**src/rtl/hv_lbist_mc_if.sv**
```systemverilog
// hv_lbist_mc_if - run control, scan-check handshake, OWT receive and result
// signals of the HV logic-BIST controller.
// master: controller view; slave: environment view (host, scan chain, OWT receivers).
interface hv_lbist_mc_if #(
  parameter int SCAN_REG_NUM = 8,
  parameter int OWT_CH_NUM   = 2
);
  localparam int SIDX_W = (SCAN_REG_NUM > 1) ? $clog2(SCAN_REG_NUM) : 1;

  logic                  i_bist_en;
  logic [1:0]            i_bist_mode;
  logic                  o_bist_scan_reg_req;
  logic [SIDX_W-1:0]     o_bist_scan_reg_idx;
  logic                  i_scan_reg_bist_ack;
  logic                  i_scan_reg_bist_err;
  logic [OWT_CH_NUM-1:0] i_owt_rx_ack;
  logic [OWT_CH_NUM-1:0] i_owt_rx_status;
  logic                  o_hv_scan_bist_rult;
  logic [SIDX_W-1:0]     o_hv_scan_err_idx;
  logic [OWT_CH_NUM-1:0] o_hv_owt_bist_rult;
  logic                  o_hv_bist_busy;
  logic                  o_hv_bist_done;

  modport master (
    input  i_bist_en, i_bist_mode, i_scan_reg_bist_ack, i_scan_reg_bist_err,
           i_owt_rx_ack, i_owt_rx_status,
    output o_bist_scan_reg_req, o_bist_scan_reg_idx, o_hv_scan_bist_rult,
           o_hv_scan_err_idx, o_hv_owt_bist_rult, o_hv_bist_busy, o_hv_bist_done
  );

  modport slave (
    output i_bist_en, i_bist_mode, i_scan_reg_bist_ack, i_scan_reg_bist_err,
           i_owt_rx_ack, i_owt_rx_status,
    input  o_bist_scan_reg_req, o_bist_scan_reg_idx, o_hv_scan_bist_rult,
           o_hv_scan_err_idx, o_hv_owt_bist_rult, o_hv_bist_busy, o_hv_bist_done
  );
endinterface

```
**src/rtl/hv_lbist_mc.sv**
```systemverilog
// hv_lbist_mc - HV logic-BIST master controller.
// Runs an optional scan-register check phase followed by an optional OWT
// frame-observation window, then holds pass/fail results until the run
// enable drops. Dropping the enable aborts and clears everything.
// Build option: define HV_LBIST_SCAN_RETRY_EN to re-request a failing scan
// index once and record the failure only if the retry also fails.
module hv_lbist_mc #(
  parameter int SCAN_REG_NUM  = 8,
  parameter int OWT_CH_NUM    = 2,
  parameter int OWT_RX_OK_NUM = 4,
  parameter int BIST_TMO_TH   = 1024,
  parameter int SCAN_ACK_TMO  = 16
) (
  input logic           i_clk,
  input logic           i_rst_n,
  hv_lbist_mc_if.master bus
);
  localparam int SIDX_W = (SCAN_REG_NUM > 1) ? $clog2(SCAN_REG_NUM) : 1;
  localparam int TW     = $clog2(SCAN_ACK_TMO);
  localparam int WW     = $clog2(BIST_TMO_TH);
  localparam int OKW    = $clog2(OWT_RX_OK_NUM + 1);

  localparam logic [SIDX_W-1:0] IDX_LAST = SIDX_W'(SCAN_REG_NUM - 1);
  localparam logic [TW-1:0]     TMO_LAST = TW'(SCAN_ACK_TMO - 1);
  localparam logic [WW-1:0]     WIN_LAST = WW'(BIST_TMO_TH - 1);
  localparam logic [OKW-1:0]    OK_TH    = OKW'(OWT_RX_OK_NUM);

  typedef enum logic [1:0] {ST_IDLE, ST_SCAN, ST_OWT, ST_DONE} state_t;

  state_t                state_q, state_d;
  logic                  owt_en_q, owt_en_d;
  logic                  req_q, req_d;
  logic [SIDX_W-1:0]     idx_q, idx_d;
  logic [TW-1:0]         swait_q, swait_d;
  logic                  scan_rult_q, scan_rult_d;
  logic [SIDX_W-1:0]     err_idx_q, err_idx_d;
  logic [WW-1:0]         win_q, win_d;
  logic [OKW-1:0]        ok_cnt_q [OWT_CH_NUM];
  logic [OKW-1:0]        ok_cnt_d [OWT_CH_NUM];
  logic [OWT_CH_NUM-1:0] owt_rult_q, owt_rult_d;
  logic                  busy_q, busy_d;
  logic                  done_q, done_d;
`ifdef HV_LBIST_SCAN_RETRY_EN
  logic                  retry_q, retry_d;
`endif
  logic                  req_done;
  logic                  fail;
  logic                  fin;

  // Next-state and next-output logic for the whole controller
  always_comb begin
    state_d     = state_q;
    owt_en_d    = owt_en_q;
    req_d       = req_q;
    idx_d       = idx_q;
    swait_d     = swait_q;
    scan_rult_d = scan_rult_q;
    err_idx_d   = err_idx_q;
    win_d       = win_q;
    ok_cnt_d    = ok_cnt_q;
    owt_rult_d  = owt_rult_q;
`ifdef HV_LBIST_SCAN_RETRY_EN
    retry_d     = retry_q;
`endif
    req_done    = 1'b0;
    fail        = 1'b0;
    fin         = 1'b0;
    if (!bus.i_bist_en) begin
      // Abort or idle: everything returns to its cleared value
      state_d     = ST_IDLE;
      owt_en_d    = 1'b0;
      req_d       = 1'b0;
      idx_d       = '0;
      swait_d     = '0;
      scan_rult_d = 1'b0;
      err_idx_d   = '0;
      win_d       = '0;
      owt_rult_d  = '0;
      for (int c = 0; c < OWT_CH_NUM; c++) ok_cnt_d[c] = '0;
`ifdef HV_LBIST_SCAN_RETRY_EN
      retry_d     = 1'b0;
`endif
    end else begin
      unique case (state_q)
        ST_IDLE: begin
          // Mode is only looked at here; later changes do not affect the run
          owt_en_d = bus.i_bist_mode[1];
          if (bus.i_bist_mode[0]) begin
            state_d = ST_SCAN;
            req_d   = 1'b1;
          end else if (bus.i_bist_mode[1]) begin
            state_d = ST_OWT;
          end else begin
            state_d = ST_DONE;
          end
        end
        ST_SCAN: begin
          if (req_q) begin
            req_done = bus.i_scan_reg_bist_ack || (swait_q == TMO_LAST);
            fail     = bus.i_scan_reg_bist_ack ? bus.i_scan_reg_bist_err : 1'b1;
            if (req_done) begin
              req_d   = 1'b0;
              swait_d = '0;
`ifdef HV_LBIST_SCAN_RETRY_EN
              if (fail && !retry_q) begin
                retry_d = 1'b1;
              end else begin
                retry_d = 1'b0;
                fin     = 1'b1;
              end
`else
              fin = 1'b1;
`endif
            end else begin
              swait_d = swait_q + TW'(1);
            end
          end else begin
            // One-cycle gap: re-issue the same index on retry, else the next one
            req_d = 1'b1;
`ifdef HV_LBIST_SCAN_RETRY_EN
            if (!retry_q) idx_d = idx_q + SIDX_W'(1);
`else
            idx_d = idx_q + SIDX_W'(1);
`endif
          end
          if (fin) begin
            if (fail && !scan_rult_q) begin
              scan_rult_d = 1'b1;
              err_idx_d   = idx_q;
            end
            if (idx_q == IDX_LAST) state_d = owt_en_q ? ST_OWT : ST_DONE;
          end
        end
        ST_OWT: begin
          if (win_q == WIN_LAST) begin
            // Acks on the final window cycle are deliberately not counted
            for (int c = 0; c < OWT_CH_NUM; c++) owt_rult_d[c] = (ok_cnt_q[c] < OK_TH);
            state_d = ST_DONE;
          end else begin
            win_d = win_q + WW'(1);
            for (int c = 0; c < OWT_CH_NUM; c++) begin
              if (bus.i_owt_rx_ack[c] && !bus.i_owt_rx_status[c] && (ok_cnt_q[c] < OK_TH))
                ok_cnt_d[c] = ok_cnt_q[c] + OKW'(1);
            end
          end
        end
        ST_DONE: begin
        end
        default: state_d = ST_IDLE;
      endcase
    end
    busy_d = (state_d == ST_SCAN) || (state_d == ST_OWT);
    done_d = (state_d == ST_DONE);
  end

  // State and registered outputs, synchronous active-low reset
  always_ff @(posedge i_clk) begin
    if (!i_rst_n) begin
      state_q     <= ST_IDLE;
      owt_en_q    <= 1'b0;
      req_q       <= 1'b0;
      idx_q       <= '0;
      swait_q     <= '0;
      scan_rult_q <= 1'b0;
      err_idx_q   <= '0;
      win_q       <= '0;
      for (int c = 0; c < OWT_CH_NUM; c++) ok_cnt_q[c] <= '0;
      owt_rult_q  <= '0;
      busy_q      <= 1'b0;
      done_q      <= 1'b0;
`ifdef HV_LBIST_SCAN_RETRY_EN
      retry_q     <= 1'b0;
`endif
    end else begin
      state_q     <= state_d;
      owt_en_q    <= owt_en_d;
      req_q       <= req_d;
      idx_q       <= idx_d;
      swait_q     <= swait_d;
      scan_rult_q <= scan_rult_d;
      err_idx_q   <= err_idx_d;
      win_q       <= win_d;
      ok_cnt_q    <= ok_cnt_d;
      owt_rult_q  <= owt_rult_d;
      busy_q      <= busy_d;
      done_q      <= done_d;
`ifdef HV_LBIST_SCAN_RETRY_EN
      retry_q     <= retry_d;
`endif
    end
  end

  assign bus.o_bist_scan_reg_req = req_q;
  assign bus.o_bist_scan_reg_idx = idx_q;
  assign bus.o_hv_scan_bist_rult = scan_rult_q;
  assign bus.o_hv_scan_err_idx   = err_idx_q;
  assign bus.o_hv_owt_bist_rult  = owt_rult_q;
  assign bus.o_hv_bist_busy      = busy_q;
  assign bus.o_hv_bist_done      = done_q;
endmodule
```
**src/flat_wrapper.sv**
```systemverilog
// flat-port wrapper written by rule: the top's interface ports become plain ports
module hv_lbist_mc_flat 
#(
  parameter int SCAN_REG_NUM  = 8,
  parameter int OWT_CH_NUM    = 2,
  parameter int OWT_RX_OK_NUM = 4,
  parameter int BIST_TMO_TH   = 1024,
  parameter int SCAN_ACK_TMO  = 16
)
  (i_clk, i_rst_n, bus_i_bist_en, bus_i_bist_mode, bus_i_scan_reg_bist_ack, bus_i_scan_reg_bist_err, bus_i_owt_rx_ack, bus_i_owt_rx_status, bus_o_bist_scan_reg_req, bus_o_bist_scan_reg_idx, bus_o_hv_scan_bist_rult, bus_o_hv_scan_err_idx, bus_o_hv_owt_bist_rult, bus_o_hv_bist_busy, bus_o_hv_bist_done);
  hv_lbist_mc_if #(.SCAN_REG_NUM(SCAN_REG_NUM), .OWT_CH_NUM(OWT_CH_NUM)) bus_i ();
  input logic i_clk;
  input logic i_rst_n;
  input wire logic [$bits(bus_i.i_bist_en)-1:0] bus_i_bist_en;
  input wire logic [$bits(bus_i.i_bist_mode)-1:0] bus_i_bist_mode;
  input wire logic [$bits(bus_i.i_scan_reg_bist_ack)-1:0] bus_i_scan_reg_bist_ack;
  input wire logic [$bits(bus_i.i_scan_reg_bist_err)-1:0] bus_i_scan_reg_bist_err;
  input wire logic [$bits(bus_i.i_owt_rx_ack)-1:0] bus_i_owt_rx_ack;
  input wire logic [$bits(bus_i.i_owt_rx_status)-1:0] bus_i_owt_rx_status;
  output wire logic [$bits(bus_i.o_bist_scan_reg_req)-1:0] bus_o_bist_scan_reg_req;
  output wire logic [$bits(bus_i.o_bist_scan_reg_idx)-1:0] bus_o_bist_scan_reg_idx;
  output wire logic [$bits(bus_i.o_hv_scan_bist_rult)-1:0] bus_o_hv_scan_bist_rult;
  output wire logic [$bits(bus_i.o_hv_scan_err_idx)-1:0] bus_o_hv_scan_err_idx;
  output wire logic [$bits(bus_i.o_hv_owt_bist_rult)-1:0] bus_o_hv_owt_bist_rult;
  output wire logic [$bits(bus_i.o_hv_bist_busy)-1:0] bus_o_hv_bist_busy;
  output wire logic [$bits(bus_i.o_hv_bist_done)-1:0] bus_o_hv_bist_done;
  assign bus_i.i_bist_en = bus_i_bist_en;
  assign bus_i.i_bist_mode = bus_i_bist_mode;
  assign bus_i.i_scan_reg_bist_ack = bus_i_scan_reg_bist_ack;
  assign bus_i.i_scan_reg_bist_err = bus_i_scan_reg_bist_err;
  assign bus_i.i_owt_rx_ack = bus_i_owt_rx_ack;
  assign bus_i.i_owt_rx_status = bus_i_owt_rx_status;
  assign bus_o_bist_scan_reg_req = bus_i.o_bist_scan_reg_req;
  assign bus_o_bist_scan_reg_idx = bus_i.o_bist_scan_reg_idx;
  assign bus_o_hv_scan_bist_rult = bus_i.o_hv_scan_bist_rult;
  assign bus_o_hv_scan_err_idx = bus_i.o_hv_scan_err_idx;
  assign bus_o_hv_owt_bist_rult = bus_i.o_hv_owt_bist_rult;
  assign bus_o_hv_bist_busy = bus_i.o_hv_bist_busy;
  assign bus_o_hv_bist_done = bus_i.o_hv_bist_done;
  hv_lbist_mc #(.SCAN_REG_NUM(SCAN_REG_NUM), .OWT_CH_NUM(OWT_CH_NUM), .OWT_RX_OK_NUM(OWT_RX_OK_NUM), .BIST_TMO_TH(BIST_TMO_TH), .SCAN_ACK_TMO(SCAN_ACK_TMO)) u_core (.i_clk(i_clk), .i_rst_n(i_rst_n), .bus(bus_i));
endmodule
```
**config.mk**
```make
export PLATFORM = sky130hd
export DESIGN_NAME = hv_lbist_mc_flat
export DESIGN_NICKNAME = d
export VERILOG_FILES = /design/src/rtl/hv_lbist_mc_if.sv /design/src/rtl/hv_lbist_mc.sv /design/src/flat_wrapper.sv
export SDC_FILE = /design/constraint.sdc
export NUM_CORES = 1
export LEC_CHECK = 0
export ABC_AREA = 1
export CAP_MARGIN = 30
export CORE_MARGIN = 2
export CORE_UTILIZATION = 58
export DETAILED_ROUTE_END_ITERATION = 10
export PLACE_DENSITY_LB_ADDON = 0.08
export SYNTH_ARGS = -nofsm -noshare
export SYNTH_HDL_FRONTEND = slang
export SYNTH_SLANG_ARGS = --single-unit
```
**constraint.sdc**
```tcl
create_clock -name i_clk -period 3.39 [get_ports i_clk]
set_input_delay 0.678 -clock i_clk [delete_from_list [all_inputs] [get_ports i_clk]]
set_output_delay 0.678 -clock i_clk [all_outputs]
set_load 0.01 [all_outputs]
```
[After elaboration in Yosys (flattened, before gate mapping)]
Index checks and enable logic that the tools add are counted.
Word-level totals
  input bits: 11
  output and inout port bits: 12
  word-level logic and storage cells: 73
  bits in registers: 35
Operators by class
  $lt $le $gt $ge: 2
  mux-type cells: 21
  equality and inequality tests: 9
  reductions and logical operators: 21
  $add $sub $neg: 5
  bitwise gates (word level): 2
Operators by type and width (number)
  $mux W1: 13
  $reduce_and A2 Y1: 6
  $add A10 B1 Y10 const B: 1
  $eq A10 B10 Y1 const B: 1
  $mux W2: 5
  $add A3 B1 Y3 const B: 3
  $reduce_and A3 Y1: 3
  $eq A2 B2 Y1 const B: 3
  $lt A3 B3 Y1 const B: 2
  $pmux W2 S3: 1
  $logic_and A1 B1 Y1: 5
  $add A4 B1 Y4 const B: 1
  $eq A2 B1 Y1 const B: 2
  $eq A4 B4 Y1 const B: 1
  $mux W4: 1
  $eq A3 B3 Y1 const B: 1
  $logic_not A1 Y1: 3
  $logic_not A2 Y1: 1
  $logic_or A1 B1 Y1: 2
  $ne A2 B2 Y1 const B: 1
  $not A1 Y1: 2
  $pmux W1 S2: 1
  $reduce_bool A2 Y1: 1

[Depth between registers and ports, before layout]
  word-level depth: 11
  depth in mapped cells: 12
  mapped depth without buffers: 12

[Worst setup path before layout]
OpenSTA, ideal clock, no wires.
  path type: register -> register
  start: register u_core.win_q[0]
  end: register u_core.busy_q (netlist: u_core.bus.o_hv_bist_busy)
  period minus slack after synthesis: 1.631 ns
  library setup time: 0.109 ns
  required time: 3.281 ns
  path slack: 1.759 ns
  buffers on the path: 0
  stages on the path, launching flop included: 13
  arrival: 1.522 ns
  cell sequence: dfxtp_1 -> ha_1 -> nand2_2 -> inv_2 -> nand4_4 -> nor2_2 -> inv_2 -> nand2_1 -> inv_1 -> nor2_1 -> ha_1 -> nand2_1 -> inv_1
Between the ends
  longest elaborated chain between the ends: 6
  elaborated cells between the ends (all ways): 7
  classes of those cells: eq/ne: 3; mux: 3; reduce/logical: 1
RTL lines
  from (decl): line hv_lbist_mc.sv:37  | logic [WW-1:0] win_q, win_d;
  from (signal assigned): line hv_lbist_mc.sv:182  | win_q <= win_d;
  $eq A10 B10 Y1 (*): line hv_lbist_mc.sv:135  | if (win_q == WIN_LAST) begin
  $mux W2 (*): line hv_lbist_mc.sv:135
  $pmux W2 S3 (*): line hv_lbist_mc.sv:84  | unique case (state_q)
  $mux W2 (*): line hv_lbist_mc.sv:68  | if (!bus.i_bist_en) begin
  named net u_core.state_d[0]: line hv_lbist_mc.sv:30  | state_t state_q, state_d;
  $eq A2 B1 Y1 / $eq A2 B2 Y1 (equally long branches): line hv_lbist_mc.sv:152  | busy_d = (state_d == ST_SCAN) || (state_d == ST_OWT);
  $logic_or A1 B1 Y1 (*): line hv_lbist_mc.sv:152
  named net u_core.busy_d: line hv_lbist_mc.sv:41  | logic busy_q, busy_d;
  to (signal assigned): line hv_lbist_mc.sv:185  | busy_q <= busy_d;
  to (decl): line hv_lbist_mc.sv:41
The timed path passes the listed nets; every way through them passes the cells marked *.
A chain may end at the register's enable or synchronous reset.

[Final worst setup path]
  start: register u_core.idx_q[2] (netlist: u_core.bus.o_bist_scan_reg_idx[2])
  end: output port bus_o_bist_scan_reg_idx[2]
RTL lines
  from (decl): line hv_lbist_mc.sv:33  | logic [SIDX_W-1:0] idx_q, idx_d;
  from (signal assigned): line hv_lbist_mc.sv:178  | idx_q <= idx_d;
  to (decl): line flat_wrapper.sv:21  | output wire logic [$bits(bus_i.o_bist_scan_reg_idx)-1:0] bus_o_bist_scan_reg_idx;
No word-level cell between the ends.

==> impl_metrics.env <==
export IMPL_timing_setup_tns_ps=0
export IMPL_cp_num_buf_inv=1
export IMPL_max_freq_ghz=0.509
export IMPL_required_ps=2710
export IMPL_critical_path_class="flop to primary output"
export IMPL_yosysWarnings=0
export IMPL_grt_usage=0.211
export IMPL_grt_overflow_total=0
export IMPL_routedWlPerCell_um=10.6
export IMPL_cts_root_buf="clkbuf_4"
export IMPL_synth_nets=250
export IMPL_antenna_found_initial=0
export IMPL_syn_cell_area_um2=1740
export IMPL_clk_latency_ps=340
export IMPL_vias_per_cell=5.08
export IMPL_finalSetupViolations=0
export IMPL_cap_violations=0
export IMPL_total_leakage_power_nw=0.848
export IMPL_timing_final_crit_share=0.580
export IMPL_regArea_um2=701
export IMPL_rows=19
export IMPL_p_int_mw=0.539
export IMPL_crit_path_start_kind="flop"
export IMPL_critPathTopFamily="buffers and inverters"
export IMPL_swShare=0.241
export IMPL_ios=23
export IMPL_area_delta_synth_final_pct=15.8
export IMPL_fin_crit_ps=1970
export IMPL_stdcell_count=287
export IMPL_dr_pass1_iters=4
export IMPL_synth_top_area_frac=0.403
export IMPL_slew_headroom=0.642
export IMPL_initial_core_util=0.620
export IMPL_clockPowerShare=0.327
export IMPL_wl_um=3050
export IMPL_antenna_cells=0
export IMPL_port_buffers=22
export IMPL_syn_inst=232
export IMPL_synth_seq_cells=35
export IMPL_power_share_combinational=0.079
export IMPL_fin_ws_ps=1420
export IMPL_timing_final_hold_violations=0
export IMPL_powerDensity_nw_per_um2=352
export IMPL_grt_pass1_vias=1302
export IMPL_clock_skew_ps=6.92
export IMPL_clk_pin_slew_worst_paths_ps=110
export IMPL_rsz0062_at_grt="no"
export IMPL_p_seq_frac=0.594
export IMPL_cts_post_setup_buffers_inserted=0
export IMPL_multi_input_area_um2=868
export IMPL_slew_viol_final=0
export IMPL_core_area_um2=2810
export IMPL_yosysSeqAreaShare=0.403
export IMPL_drc=0
export IMPL_dieArea_um2=3460
export IMPL_fin_nets=274
export IMPL_gp_congestion=0.827
export IMPL_die_y_um=58.8
export IMPL_cts_resized_gates=0
export IMPL_via_count=1457
export IMPL_setup_worst_path_end_class="primary output"
export IMPL_crit_chain="clkdlybuf4s50_1"
export IMPL_layout_drive_gt1_share=0.105
export IMPL_synth_area_top_cells="dfxtp_1 40%, nand2_1 8.4%, nor2_1 8.0%"
export IMPL_cts_made_buffers=5
export IMPL_postCtsHoldBufs=0
export IMPL_critPathMaxStageDelay_ps=560
export IMPL_clockBufferDepth=2
export IMPL_synthDistinctLibCells=28
export IMPL_placed_cells=280
export IMPL_ant_nets=0
export IMPL_worst_pin_slew_ps=537
export IMPL_peakVddDrop_uv=288
export IMPL_drtIter0Drc=57
export IMPL_cp_slowest_cell="clkdlybuf4s50_1"
export IMPL_utilization=0.719
export IMPL_cp_max_fo=3
export IMPL_dp_slack_ps=1060
export IMPL_dp_hpwl_um=2190
export IMPL_hp_class="flop to flop"
export IMPL_die_w_um=58.8
export IMPL_clock_sinks=35
export IMPL_status="complete, no violations"
export IMPL_grt_pass1_wl_um=5520
export IMPL_cts_tree="yes"
export IMPL_syn_avg_cell_area_um2=7.50
export IMPL_h_tree_depth=2
export IMPL_synth_top_area_cell="dfxtp_1"
export IMPL_p_switching_mw=0.171
export IMPL_fill_cells=242
export IMPL_cp_arrival_ps=1290
export IMPL_grt_start_max_net_pins=21
worst paths after layout:
path,to,slack [ps],cells past startpoint,startpoint
hold reg to reg,u_core.win_q[8],480,2,u_core.win_q[8]
hold / removal,u_core.win_q[8],480,2,u_core.win_q[8]
setup / recovery,bus_o_bist_scan_reg_idx[2],1420,1,u_core.bus.o_bist_scan_reg_idx[2]
setup reg to reg,u_core.bus.o_hv_bist_busy,1450,12,u_core.win_q[0]
flip-flops by register name (all words and copies together), names as in the netlist:
signal	count
u_core.state_q	2
u_core.owt_en_q	1
u_core.bus.o_bist_scan_reg_idx	3
u_core.bus.o_hv_owt_bist_rult	2
u_core.bus.o_bist_scan_reg_req	1
u_core.bus.o_hv_scan_err_idx	3
u_core.win_q	10
u_core.bus.o_hv_bist_busy	1
u_core.bus.o_hv_scan_bist_rult	1
u_core.swait_q	4
u_core.ok_cnt_q	6
u_core.bus.o_hv_bist_done	1
cell usage after synthesis:
| master | number |
|---|---|
| nand2_1 | 39 |
| nor2_1 | 37 |
| dfxtp_1 | 35 |
| inv_1 | 28 |
| a21oi_1 | 17 |
| o21ai_0 | 13 |
| nand3_1 | 10 |
| ha_1 | 7 |
| inv_2 | 7 |
| nand4_1 | 7 |
| xor2_1 | 6 |
| nand2_2 | 3 |
| nand3_2 | 3 |
| nor3b_1 | 3 |
| buf_6 | 2 |
| nor2_4 | 2 |
| nor3_1 | 2 |
| buf_2 | 1 |
| buf_4 | 1 |
| clkbuf_2 | 1 |
| mux2i_1 | 1 |
| nand2_4 | 1 |
| nand4_4 | 1 |
| nor2_2 | 1 |
| nor2_8 | 1 |
| nor3_2 | 1 |
| o21a_1 | 1 |
| xnor2_1 | 1 |
through the flow:
| step | total power [mW] | area, um^2 | hold slack, ps |
|---|---|---|---|
| CTS | 0.719 | 2020 | 479 |
| finish | 0.710 | 2020 | 481 |
| detailed placement | 0.488 | 1960 | 464 |
| global placement | 0.487 | 1960 | 454 |
| global route | 0.742 | 2020 | 522 |
| floorplan | 0.465 | 1740 | 434 |
layer usage:
layer,GRT usage,part of all wire
met1,0.260,0.47
met2,0.330,0.45
met3,0.0725,0.054
met4,0.101,0.017
met5,0,0
cells in the final DEF, fill, tap and decap left out, types with 7 or more instances in the layout:
cell type,Yosys,final
a21oi_1,17,17
clkdlybuf4s50_1,0,22
dfxtp_1,35,35
ha_1,7,7
inv_1,28,28
inv_2,7,7
nand2_1,39,39
nand3_1,10,10
nand4_1,7,7
nor2_1,37,37
o21ai_0,13,13
layout make-up:
| class | instances | share of cell area |
|---|---|---|
| tap | 31 | 0.0192 |
| timing repair buffer | 22 | 0.109 |
| sequential | 35 | 0.348 |
| inverter | 35 | 0.0652 |
| multi-input combinational | 157 | 0.431 |
| clock inverter | 1 | 0.00248 |
| clock buffer | 6 | 0.0255 |
cell families after synthesis:
family,after synthesis,share of synthesized area
AOI/OAI and AO/OA,31,0.0906
DFF,35,0.403
buffers and inverters,40,0.0985
xor gates and xnor gates,7,0.0352
muxes,1,0.00575
and+or+nand+nor,111,0.317
adders and majority gates,7,0.0503
power groups by stage:
| stage | sequential, mW | clock, mW | combinational (mW) |
|---|---|---|---|
| final | 0.422 | 0.232 | 0.0562 |
| after CTS | 0.422 | 0.241 | 0.0566 |
| after detailed placement | 0.431 | 0 | 0.0564 |
| after global placement | 0.431 | 0 | 0.0554 |
| after floorplan | 0.430 | 0 | 0.0349 |
| after global routing | 0.423 | 0.255 | 0.0641 |
No activity file was read; power rests on OpenSTA's default activity.
